### src/rtl/boot_pkg.sv
// Shared types and constants for the boot loader.
// Optional feature macro: BOOT_CHECKSUM_EN (adds the trailing XOR checksum byte).
package boot_pkg;

    localparam int DEPTH_DEFAULT = 128;
    localparam int BYTE_W        = 8;
    localparam int WORD_W        = 16;
    localparam int ADDR_W        = 8;

    typedef enum logic [2:0] {
        S_IDLE,
        S_HI,
        S_LO,
        S_CHK,
        S_DRAIN,
        S_RUN,
        S_ERR
    } boot_state_t;

endpackage

### src/rtl/boot_loader.sv
// Byte-stream boot loader: assembles big-endian words into program memory, then releases the CPU.
// Optional feature macro: BOOT_CHECKSUM_EN (running XOR over count and data, checked by a final byte).
module boot_loader
    import boot_pkg::*;
#(
    parameter int DEPTH = DEPTH_DEFAULT
) (
    input  logic              clk,
    input  logic              rst,
    input  logic              in_valid,
    input  logic [BYTE_W-1:0] in_data,
    output logic              in_ready,
    output logic              mem_we,
    output logic [ADDR_W-1:0] mem_addr,
    output logic [WORD_W-1:0] mem_data,
    output logic              cpu_run,
    output logic              error
);

    localparam int IDX_W = $clog2(DEPTH) + 1;
    // Count comparisons need room for both a full count byte and the index.
    localparam int CNT_W = (IDX_W > BYTE_W) ? IDX_W : BYTE_W;
    localparam logic [CNT_W-1:0] L_DEPTH = CNT_W'(DEPTH);

`ifdef BOOT_CHECKSUM_EN
    localparam boot_state_t L_DONE = S_CHK;
`else
    localparam boot_state_t L_DONE = S_DRAIN;
`endif

    boot_state_t       r_state;
    boot_state_t       w_next;
    logic [BYTE_W-1:0] r_hi;
    logic [BYTE_W-1:0] r_cnt;
    logic [IDX_W-1:0]  r_idx;
    logic              r_we;
    logic [ADDR_W-1:0] r_addr;
    logic [WORD_W-1:0] r_data;

    logic w_ready;
    logic w_accept;
    logic w_last;
    logic w_cnt_big;

    assign w_ready   = (r_state == S_IDLE) || (r_state == S_HI) ||
                       (r_state == S_LO)   || (r_state == S_CHK);
    assign w_accept  = in_valid && w_ready;
    assign w_last    = (CNT_W'(r_idx) + CNT_W'(1)) == CNT_W'(r_cnt);
    assign w_cnt_big = CNT_W'(in_data) > L_DEPTH;

`ifdef BOOT_CHECKSUM_EN
    logic [BYTE_W-1:0] r_xor;

    always_ff @(posedge clk) begin
        if (rst) begin
            r_xor <= '0;
        end else if (w_accept) begin
            if (r_state == S_IDLE)
                r_xor <= in_data;
            else if ((r_state == S_HI) || (r_state == S_LO))
                r_xor <= r_xor ^ in_data;
        end
    end
`endif

    always_ff @(posedge clk) begin
        if (rst)
            r_state <= S_IDLE;
        else
            r_state <= w_next;
    end

    always_comb begin
        w_next = r_state;
        case (r_state)
            S_IDLE: begin
                if (w_accept) begin
                    if (in_data == '0)
                        w_next = L_DONE;
                    else if (w_cnt_big)
                        w_next = S_ERR;
                    else
                        w_next = S_HI;
                end
            end
            S_HI: begin
                if (w_accept)
                    w_next = S_LO;
            end
            S_LO: begin
                if (w_accept)
                    w_next = w_last ? L_DONE : S_HI;
            end
`ifdef BOOT_CHECKSUM_EN
            S_CHK: begin
                if (w_accept)
                    w_next = (in_data == r_xor) ? S_DRAIN : S_ERR;
            end
`endif
            S_DRAIN: w_next = S_RUN;
            S_RUN:   w_next = S_RUN;
            S_ERR:   w_next = S_ERR;
            default: w_next = S_IDLE;
        endcase
    end

    // Write strobe is a single-cycle pulse; address/data hold until the next word.
    always_ff @(posedge clk) begin
        if (rst) begin
            r_hi   <= '0;
            r_cnt  <= '0;
            r_idx  <= '0;
            r_we   <= 1'b0;
            r_addr <= '0;
            r_data <= '0;
        end else begin
            r_we <= 1'b0;
            if (w_accept) begin
                case (r_state)
                    S_IDLE: begin
                        r_cnt <= in_data;
                        r_idx <= '0;
                    end
                    S_HI: r_hi <= in_data;
                    S_LO: begin
                        r_we   <= 1'b1;
                        r_data <= {r_hi, in_data};
                        r_addr <= ADDR_W'({r_idx, 1'b0});
                        r_idx  <= r_idx + IDX_W'(1);
                    end
                    default: ;
                endcase
            end
        end
    end

    assign in_ready = w_ready;
    assign mem_we   = r_we;
    assign mem_addr = r_addr;
    assign mem_data = r_data;
    assign cpu_run  = (r_state == S_RUN);
    assign error    = (r_state == S_ERR);

endmodule
### config.mk
export PLATFORM = sky130hd
export DESIGN_NAME = boot_loader
export DESIGN_NICKNAME = d
export VERILOG_FILES = /design/src/rtl/boot_pkg.sv /design/src/rtl/boot_loader.sv
export SDC_FILE = /design/constraint.sdc
export NUM_CORES = 1
export LEC_CHECK = 0
export ABC_CLOCK_PERIOD_IN_PS = 2680
export CAP_MARGIN = 20
export CORE_ASPECT_RATIO = 1.4
export CORE_UTILIZATION = 40
export DETAILED_ROUTE_END_ITERATION = 8
export PLACE_DENSITY_LB_ADDON = 0.1
export SETUP_SLACK_MARGIN = 0.05
export SLEW_MARGIN = 10
export SYNTH_ARGS = -nofsm -noshare
export SYNTH_HDL_FRONTEND = slang
export SYNTH_SLANG_ARGS = --single-unit
### constraint.sdc
create_clock -name clk -period 2.68 [get_ports clk]
set_clock_uncertainty 0.1 [all_clocks]
set_input_delay 0.67 -clock clk [delete_from_list [all_inputs] [get_ports clk]]
set_output_delay 0.67 -clock clk [all_outputs]
set_load 0.01 [all_outputs]
### Word-level counts from Yosys, hierarchy flattened

Cells that the tools add are included.

* bits in latches: 0
* RAM bits: 0
* logic and storage cells: 43
* memories: 0
* output and inout port bits: 28
* bits in read-only memories: 0
* bits in registers: 51

* order comparisons: 1
* reductions and logical operators: 14
* mux-type cells: 9
* bitwise logic cells: 1
* multiply operators: 0
* divide/modulo/power cells: 0
* equality and inequality tests: 10
* add/subtract/negate cells: 1
* shifts and indexed selects: 0

Operator list (count)
* 2-to-1 mux 3 bit: 6
* one-hot mux 8 bit (2 select lines): 1
* one-hot mux 3 bit (5 select lines): 1
* equality test 3 bit, second input constant: 3
* adder 8 x 1 -> 8 bit, second input constant: 1
* equality test 8 bit: 1
* greater-than comparator 8 bit, second input constant: 1
* logical NOT 8 bit: 1
* AND reduction 2 bit: 4
* equality test 3 x 2 -> 1 bit, second input constant: 2
* inequality test 2 bit, second input constant: 3
* OR reduction 2 bit: 2
* equality test 3 x 1 -> 1 bit, second input constant: 1
* logical NOT 3 bit: 1
* logical OR 1 bit: 3
* AND reduction 3 bit: 1
* nonzero test 2 bit: 1
* logical AND 1 bit: 1
* 2-to-1 mux 1 bit: 1
* NOT 1 bit: 1

### Longest topological paths before layout

Gate-level depths: netlist (run 1).

* depth in word-level cells: 7
* mapped depth: 8

### Least setup slack after synthesis (run 1)

Ideal clock, no wire load.

* path type: reg-to-reg
* start point: reg r_idx[0]
* end point: reg r_state[0]
* path buffers: 0
* cell stages (with the launch flop): 8
* period minus slack after synthesis: 2.090 ns
* required time: 2.463 ns
* slack: 0.590 ns
* arrival: 1.873 ns
* cell sequence: dfxtp_1 > ha_1 > and3_2 > a22o_1 > a21o_1 > a2111oi_2 > o2111ai_1 > o2bb2ai_1

* cells in the longest elaborated chain, start to end: 5

Ends and longest elaborated chain
* start: declaration: line boot_loader.sv:35 `logic [IDX_W-1:0] r_idx;`
* start signal: assignment: line boot_loader.sv:129 `r_idx <= r_idx + IDX_W'(1);`
* adder 8 x 1 -> 8 bit: line boot_loader.sv:48 `assign w_last = (CNT_W'(r_idx) + CNT_W'(1)) == CNT_W'(r_cnt);`
* equality test 8 bit: line boot_loader.sv:48
* 2-to-1 mux 3 bit: line boot_loader.sv:92 `w_next = w_last ? L_DONE : S_HI;`
* 2-to-1 mux 3 bit: line boot_loader.sv:91 `if (w_accept)`
* one-hot mux 3 bit (5 select lines): line boot_loader.sv:75 `case (r_state)`
* end signal: assignment: line boot_loader.sv:70 `r_state <= w_next;`
* end: declaration: line boot_loader.sv:31 `boot_state_t r_state;`

Every way passes these cells. The select of a mux whose other input is x is not followed.
A chain may end at the register's enable or synchronous reset.

### Worst setup path after layout (run 1)

* start point: reg r_state[1]
* end point: out error

* cells in the longest elaborated chain, start to end: 1

Ends and longest elaborated chain
* equality test 3 bit: line boot_loader.sv:142 `assign error = (r_state == S_ERR);`
* end: declaration: line boot_loader.sv:17 `output logic error`

Every way passes these cells.

==> flow_metrics.tcl, run 1 <==
set metrics [dict create \
    wire_per_inst_um 13.1 \
    holdBufCountCts 0 \
    post-cts-setup-buffers 0 \
    status "finished, final reports clean" \
    utilization_pct 51.8 \
    layout.nets 327 \
    yosysTopAreaCell "dfxtp_1" \
    synth_nets 292 \
    crit_type "reg2out" \
    worstPathArrival_ps 1640 \
    post_cts_resized 0 \
    busiest_layer "met2" \
    start_util_pct 41.9 \
    io_pins 39 \
    cp-end-kind "output port" \
    seqCellArea_mm2 0.00102 \
    drt_iter0_markers 89 \
    place_congestion 0.917 \
    antenna_cells 0 \
    grt.total_usage_pct 18.9 \
    power_density_mw_per_mm2 566 \
    synth_top_area_share_pct 46.9 \
    drive_gt1_share_pct 6.65 \
    num_vias 1976 \
    htreeDepth 2 \
    die_area_mm2 0.00574 \
    place_hpwl_mm 3.58 \
    finalSetupTns_ps 0 \
    min_path_cells 2 \
    synth_seq_area_share_pct 46.9 \
    ant_nets 0 \
    totalWireLength_mm 5.01 \
    clk_path_buf_depth 2 \
    finalCritPeriodShare_pct 90.0 \
    fillCellCount 547 \
    synth.area.top_cells "dfxtp_1, nand2_1, a21oi_1, o21ai_0, xnor2_1" \
    drv_cap 0 \
    whs_ps 358 \
    cts_sinks 51 \
    met2_usage_pct 32.0 \
    use_met1_pct 22.6 \
    grt_pass1_vias 1751 \
    grt_first_pass_wirelength_mm 8.25 \
    max_freq_ghz 0.414 \
    first_pass_iters 4 \
    critical_path.slowest_cell "clkdlybuf4s50_1" \
    peakVddDrop_uv 404 \
    syn-cell-area_mm2 0.00218 \
    crit_chain "nor2b_1 -> and2_1 -> clkdlybuf4s50_1" \
    vias_per_cell 5.17 \
    avgSynthCellArea_um2 7.77 \
    ys_seq_elements 51 \
    root_buffer "clkbuf_8" \
    path_max_fanout 9 \
    ys_types 42 \
    hold_viol_final 0 \
    synthCells 280 \
    cp_data_required_time_ps 1910 \
    grt_use_met3_pct 3.57 \
    insertion_delay_ps 300 \
    worst_r2r_path_depth 7 \
    ys_warn_count 0 \
    min_path_type "reg2reg" \
    multi_input_area_mm2 0.00105 \
    start_kind "register" \
    clk_pin_slew_ps 90 \
    antenna_found_initial 0 \
    cpPeakStageDelay_ps 530 \
    setup_viol 0 \
    globalRoute.totalOverflow 0 \
    p_leak_nw 0.932 \
    num_rows 31 \
    dieHeight_um 89.3 \
    io_buffers 37 \
    fp.dieW_um 64.3 \
    area_growth_pct 23.6 \
    rsz0062_at_grt "no" \
    cts_tree "yes" \
    grt_max_degree 27 \
    period_needed_ps 2410 \
    core_mm2 0.00520 \
    drc 0 \
    cts_buffers 5 \
    slew_violations 0 \
]
cells by family (layout without fill, tap and decap cells):
kind of cell / after synthesis / after routing / synth area share [%]
AO/OA/AOI/OAI: 76 / 76 / 20.1
XOR/XNOR: 9 / 9 / 3.62
adder cells (fa/ha/maj): 1 / 1 / 0.575
buffers and inverters: 22 / 58 / 4.71
flip-flops: 51 / 51 / 46.9
other: 1 / 1 / 0.172
AND/OR/NAND/NOR: 120 / 120 / 23.9
metal layers:
layer  wire (um)  part of all wire, %
met5           0                    0
met4         133                  2.7
met3         122                  2.4
met2        2500                   50
met1        2260                   45
cell type report:
type / count / area share (%)
clock buffer: 7 / 2.84
clock inverter: 1 / 0.186
inverter: 4 / 0.558
multi-input combinational: 207 / 39.1
sequential: 51 / 38.0
tap: 66 / 3.07
timing repair buffer: 46 / 16.3
worst paths after layout:
kind | startpoint | slack [ps] | to
worst max-delay path | r_state[1]$_SDFFE_PP0P_ | 270 | error
worst min-delay path | mem_data[6]$_SDFFE_PP0P_ | 360 | mem_data[6]$_SDFFE_PP0P_
worst max register to register | r_idx[0]$_SDFFE_PP0P_ | 370 | r_state[2]$_SDFFE_PP0P_
worst min register to register | mem_data[6]$_SDFFE_PP0P_ | 360 | mem_data[6]$_SDFFE_PP0P_
synth_stat cells:
library cell	number
o2111ai_1	1
and4_4	1
o21ai_0	14
conb_1	1
and2_1	2
clkbuf_1	13
inv_1	3
o31ai_1	1
nor3_1	6
xnor2_1	6
buf_2	1
nand4_1	1
nand2_1	85
dfxtp_1	51
nand3_1	3
xor2_1	3
nor2b_1	2
nor2_1	8
a21boi_0	1
nor4_1	1
buf_1	1
clkinv_1	1
a2111oi_2	1
buf_4	1
and4_1	1
a21o_1	1
o31ai_2	1
a2111oi_0	2
and3b_2	1
nand3b_1	1
a21oi_1	47
and3_1	2
a22o_1	2
o2bb2ai_1	1
or2_2	1
buf_6	2
a31oi_1	3
nand2b_1	1
or3_1	3
o32a_1	1
ha_1	1
and3_2	1
placed cells by master (no fill, tap or decap), types with 3 or more instances in the layout:
master,count
dfxtp_1,51
a31oi_1,3
nor3_1,6
nand3_1,3
or3_1,3
xor2_1,3
xnor2_1,6
o21ai_0,14
a21oi_1,47
clkbuf_8,5
inv_1,3
clkdlybuf4s50_1,37
nor2_1,8
buf_4,9
nand2_1,85
metrics by stage:
stage	cell area, um2	worst slack [ps]	instances	total power, mW
final	2690	267	382	1.52
after detailed placement	2610	271	374	1.12
after floorplan	2180	590	280	1.01
after global placement	2610	285	374	1.12
after global routing	2690	182	382	1.61
after CTS	2690	237	382	1.55
power by group:
part | leakage (nW) | internal [mW] | switching [mW] | total (mW)
Clock | 0.0422 | 0.184 | 0.242 | 0.426
Combinational | 0.477 | 0.114 | 0.148 | 0.261
Sequential | 0.413 | 0.797 | 0.0387 | 0.836
critical path, delay by kind of cell (launching register included):
family	cells	cell delay, ps
buffers and inverters	1	530
and+or+nand+nor	2	350
DFF	1	470
registers in the layout (all words and copies together) (netlist names):
| name | count |
|---|---|
| mem_data | 16 |
| r_hi | 8 |
| r_state | 3 |
| mem_addr | 7 |
| mem_we | 1 |
| r_idx | 8 |
| r_cnt | 8 |
No activity file was read; power rests on OpenSTA's default activity.
==> inputs of run 2 (changes only) <==
CORE_UTILIZATION = 52   (was 40)
==> run 2 against run 1 <==
  * The flow now finishes with violations (design-rule violations)
  * Wire length shrank 3.5%
  * Cell area shrank 0.70%
  * Via count grew 0.30%
  * Worst hold slack lost 1.2 ps
  * Total power shrank 0.20%
  * Global-route usage grew 4.4 points
  * Sequential cell count is the same
  * Non-clock buffer count grew 1
  * Critical endpoint is now cpu_run
==> flow_metrics.tcl, run 2 (same netlist as run 1, synthesis figures left out) <==
set metrics [dict create \
    clk_path_buf_depth 2 \
    dp_slack_ps 294 \
    p_leak_nw 0.942 \
    post-cts-setup-buffers 0 \
    final_cell_mix "nand2_1, dfxtp_1, a21oi_1" \
    dieHeight_um 78.5 \
    rsz0062_at_grt "no" \
    globalRoute.totalOverflow 0 \
    wire_per_inst_um 13.4 \
    antenna_cells 0 \
    root_buffer "clkbuf_8" \
    status "complete, but fails checks" \
    grt_first_pass_wirelength_mm 8.18 \
    finalCritPeriodShare_pct 90.5 \
    cts_tree "yes" \
    largest_reg_flops 16 \
    min_path_cells 2 \
    period_needed_ps 2430 \
    worst_r2r_path_depth 7 \
    vias_per_cell 5.51 \
    first_pass_iters 7 \
    grt_pass1_vias 1798 \
    peakVddDrop_uv 482 \
    min_path_type "reg2reg" \
    place_hpwl_mm 3.35 \
    io_buffers 37 \
    cp_data_required_time_ps 1910 \
    insertion_delay_ps 300 \
    drt_iter0_markers 87 \
    ant_nets 0 \
    setup_viol 0 \
    finalSetupTns_ps 0 \
    dpl-instance-area_mm2 0.00259 \
    design_area_mm2 0.00267 \
    num_rows 27 \
    totalWireLength_mm 4.84 \
    crit_type "reg2out" \
    cp-end-kind "output port" \
    num_vias 1982 \
    hold_viol_final 0 \
    final_common_cell "nand2_1" \
    htreeDepth 2 \
    path_max_fanout 6 \
    grt_max_degree 27 \
    holdBufCountCts 0 \
    die_area_mm2 0.00445 \
    antenna_found_initial 0 \
    core_mm2 0.00399 \
    utilization_pct 67.0 \
    io_pins 39 \
    cts_buffers 5 \
    fp.dieW_um 56.7 \
    cts_sinks 51 \
    slew_violations 0 \
    whs_ps 356 \
    power_density_mw_per_mm2 569 \
    start_kind "register" \
    worst_slack_ps 254 \
    max_freq_ghz 0.412 \
    drc 2 \
    post_cts_resized 0 \
    layout.nets 328 \
    area_growth_pct 22.8 \
    start_util_pct 54.6 \
    worstPathArrival_ps 1660 \
    violations "design-rule violations" \
    clk_pin_slew_ps 90 \
    grt.total_usage_pct 23.3 \
    drv_cap 0 \
    drive_gt1_share_pct 7.57 \
    place_congestion 0.943 \
]
==> run 2: changes by cell type in the layout (fill, tap and decap cells not counted), sizes merged <==
cell	delta
clkbuf	-2
clkinv	+2
buf	+1
==> run 2: final cells by class <==
type	instances	area, um2
sequential	51	1020
multi-input combinational	207	1050
fill	360	1320
inverter	4	15.0
tap	43	53.8
clock buffer	5	68.8
clock inverter	3	15.0
timing repair buffer	47	445
==> run 2: metal layers <==
layer / vias to the layer above / wire, um / global-route usage, %
met2: 41 / 2380 / 40.1
met3: 9 / 178 / 4.12
met5: - / 0 / 0
li1: 1015 / - / -
met1: 917 / 2180 / 28.1
met4: 0 / 108 / 10.3
==> run 2: path summary, 6_finish.rpt <==
| path | startpoint | end | slack (ps) |
|---|---|---|---|
| setup / recovery | r_state[0]$_SDFFE_PP0P_ | cpu_run | 250 |
| hold / removal | mem_addr[3]$_SDFFE_PP0P_ | mem_addr[3]$_SDFFE_PP0P_ | 360 |
| setup reg to reg | r_idx[0]$_SDFFE_PP0P_ | r_state[2]$_SDFFE_PP0P_ | 330 |
| hold reg to reg | mem_addr[3]$_SDFFE_PP0P_ | mem_addr[3]$_SDFFE_PP0P_ | 360 |
==> run 2: worst max-delay path, cell delays in order (launching register included) <==
cell and delay, ps:
dfxtp_1 450, inv_1 150, nor3_1 190, clkdlybuf4s50_1 560
==> run 2: metrics by stage <==
stage	total power, mW	instances
2_1_floorplan	1.01	280
3_3_place_gp	1.11	352
3_5_place_dp	1.11	352
4_1_cts	1.53	360
5_1_grt	1.60	360
6_report	1.52	360
==> run 2: power by group <==
part / total (mW) / internal (mW) / switching [mW]
sequential: 0.835 / 0.797 / 0.0380
combinational: 0.263 / 0.115 / 0.148
clock: 0.422 / 0.179 / 0.243
total: 1.52 / 1.09 / 0.429
==> inputs of run 3 (changes only) <==
SETUP_SLACK_MARGIN = 0.02   (was 0.05)
==> results of run 3 <==
Same layout as run 2: the final DEF is identical, and so are final timing and power.
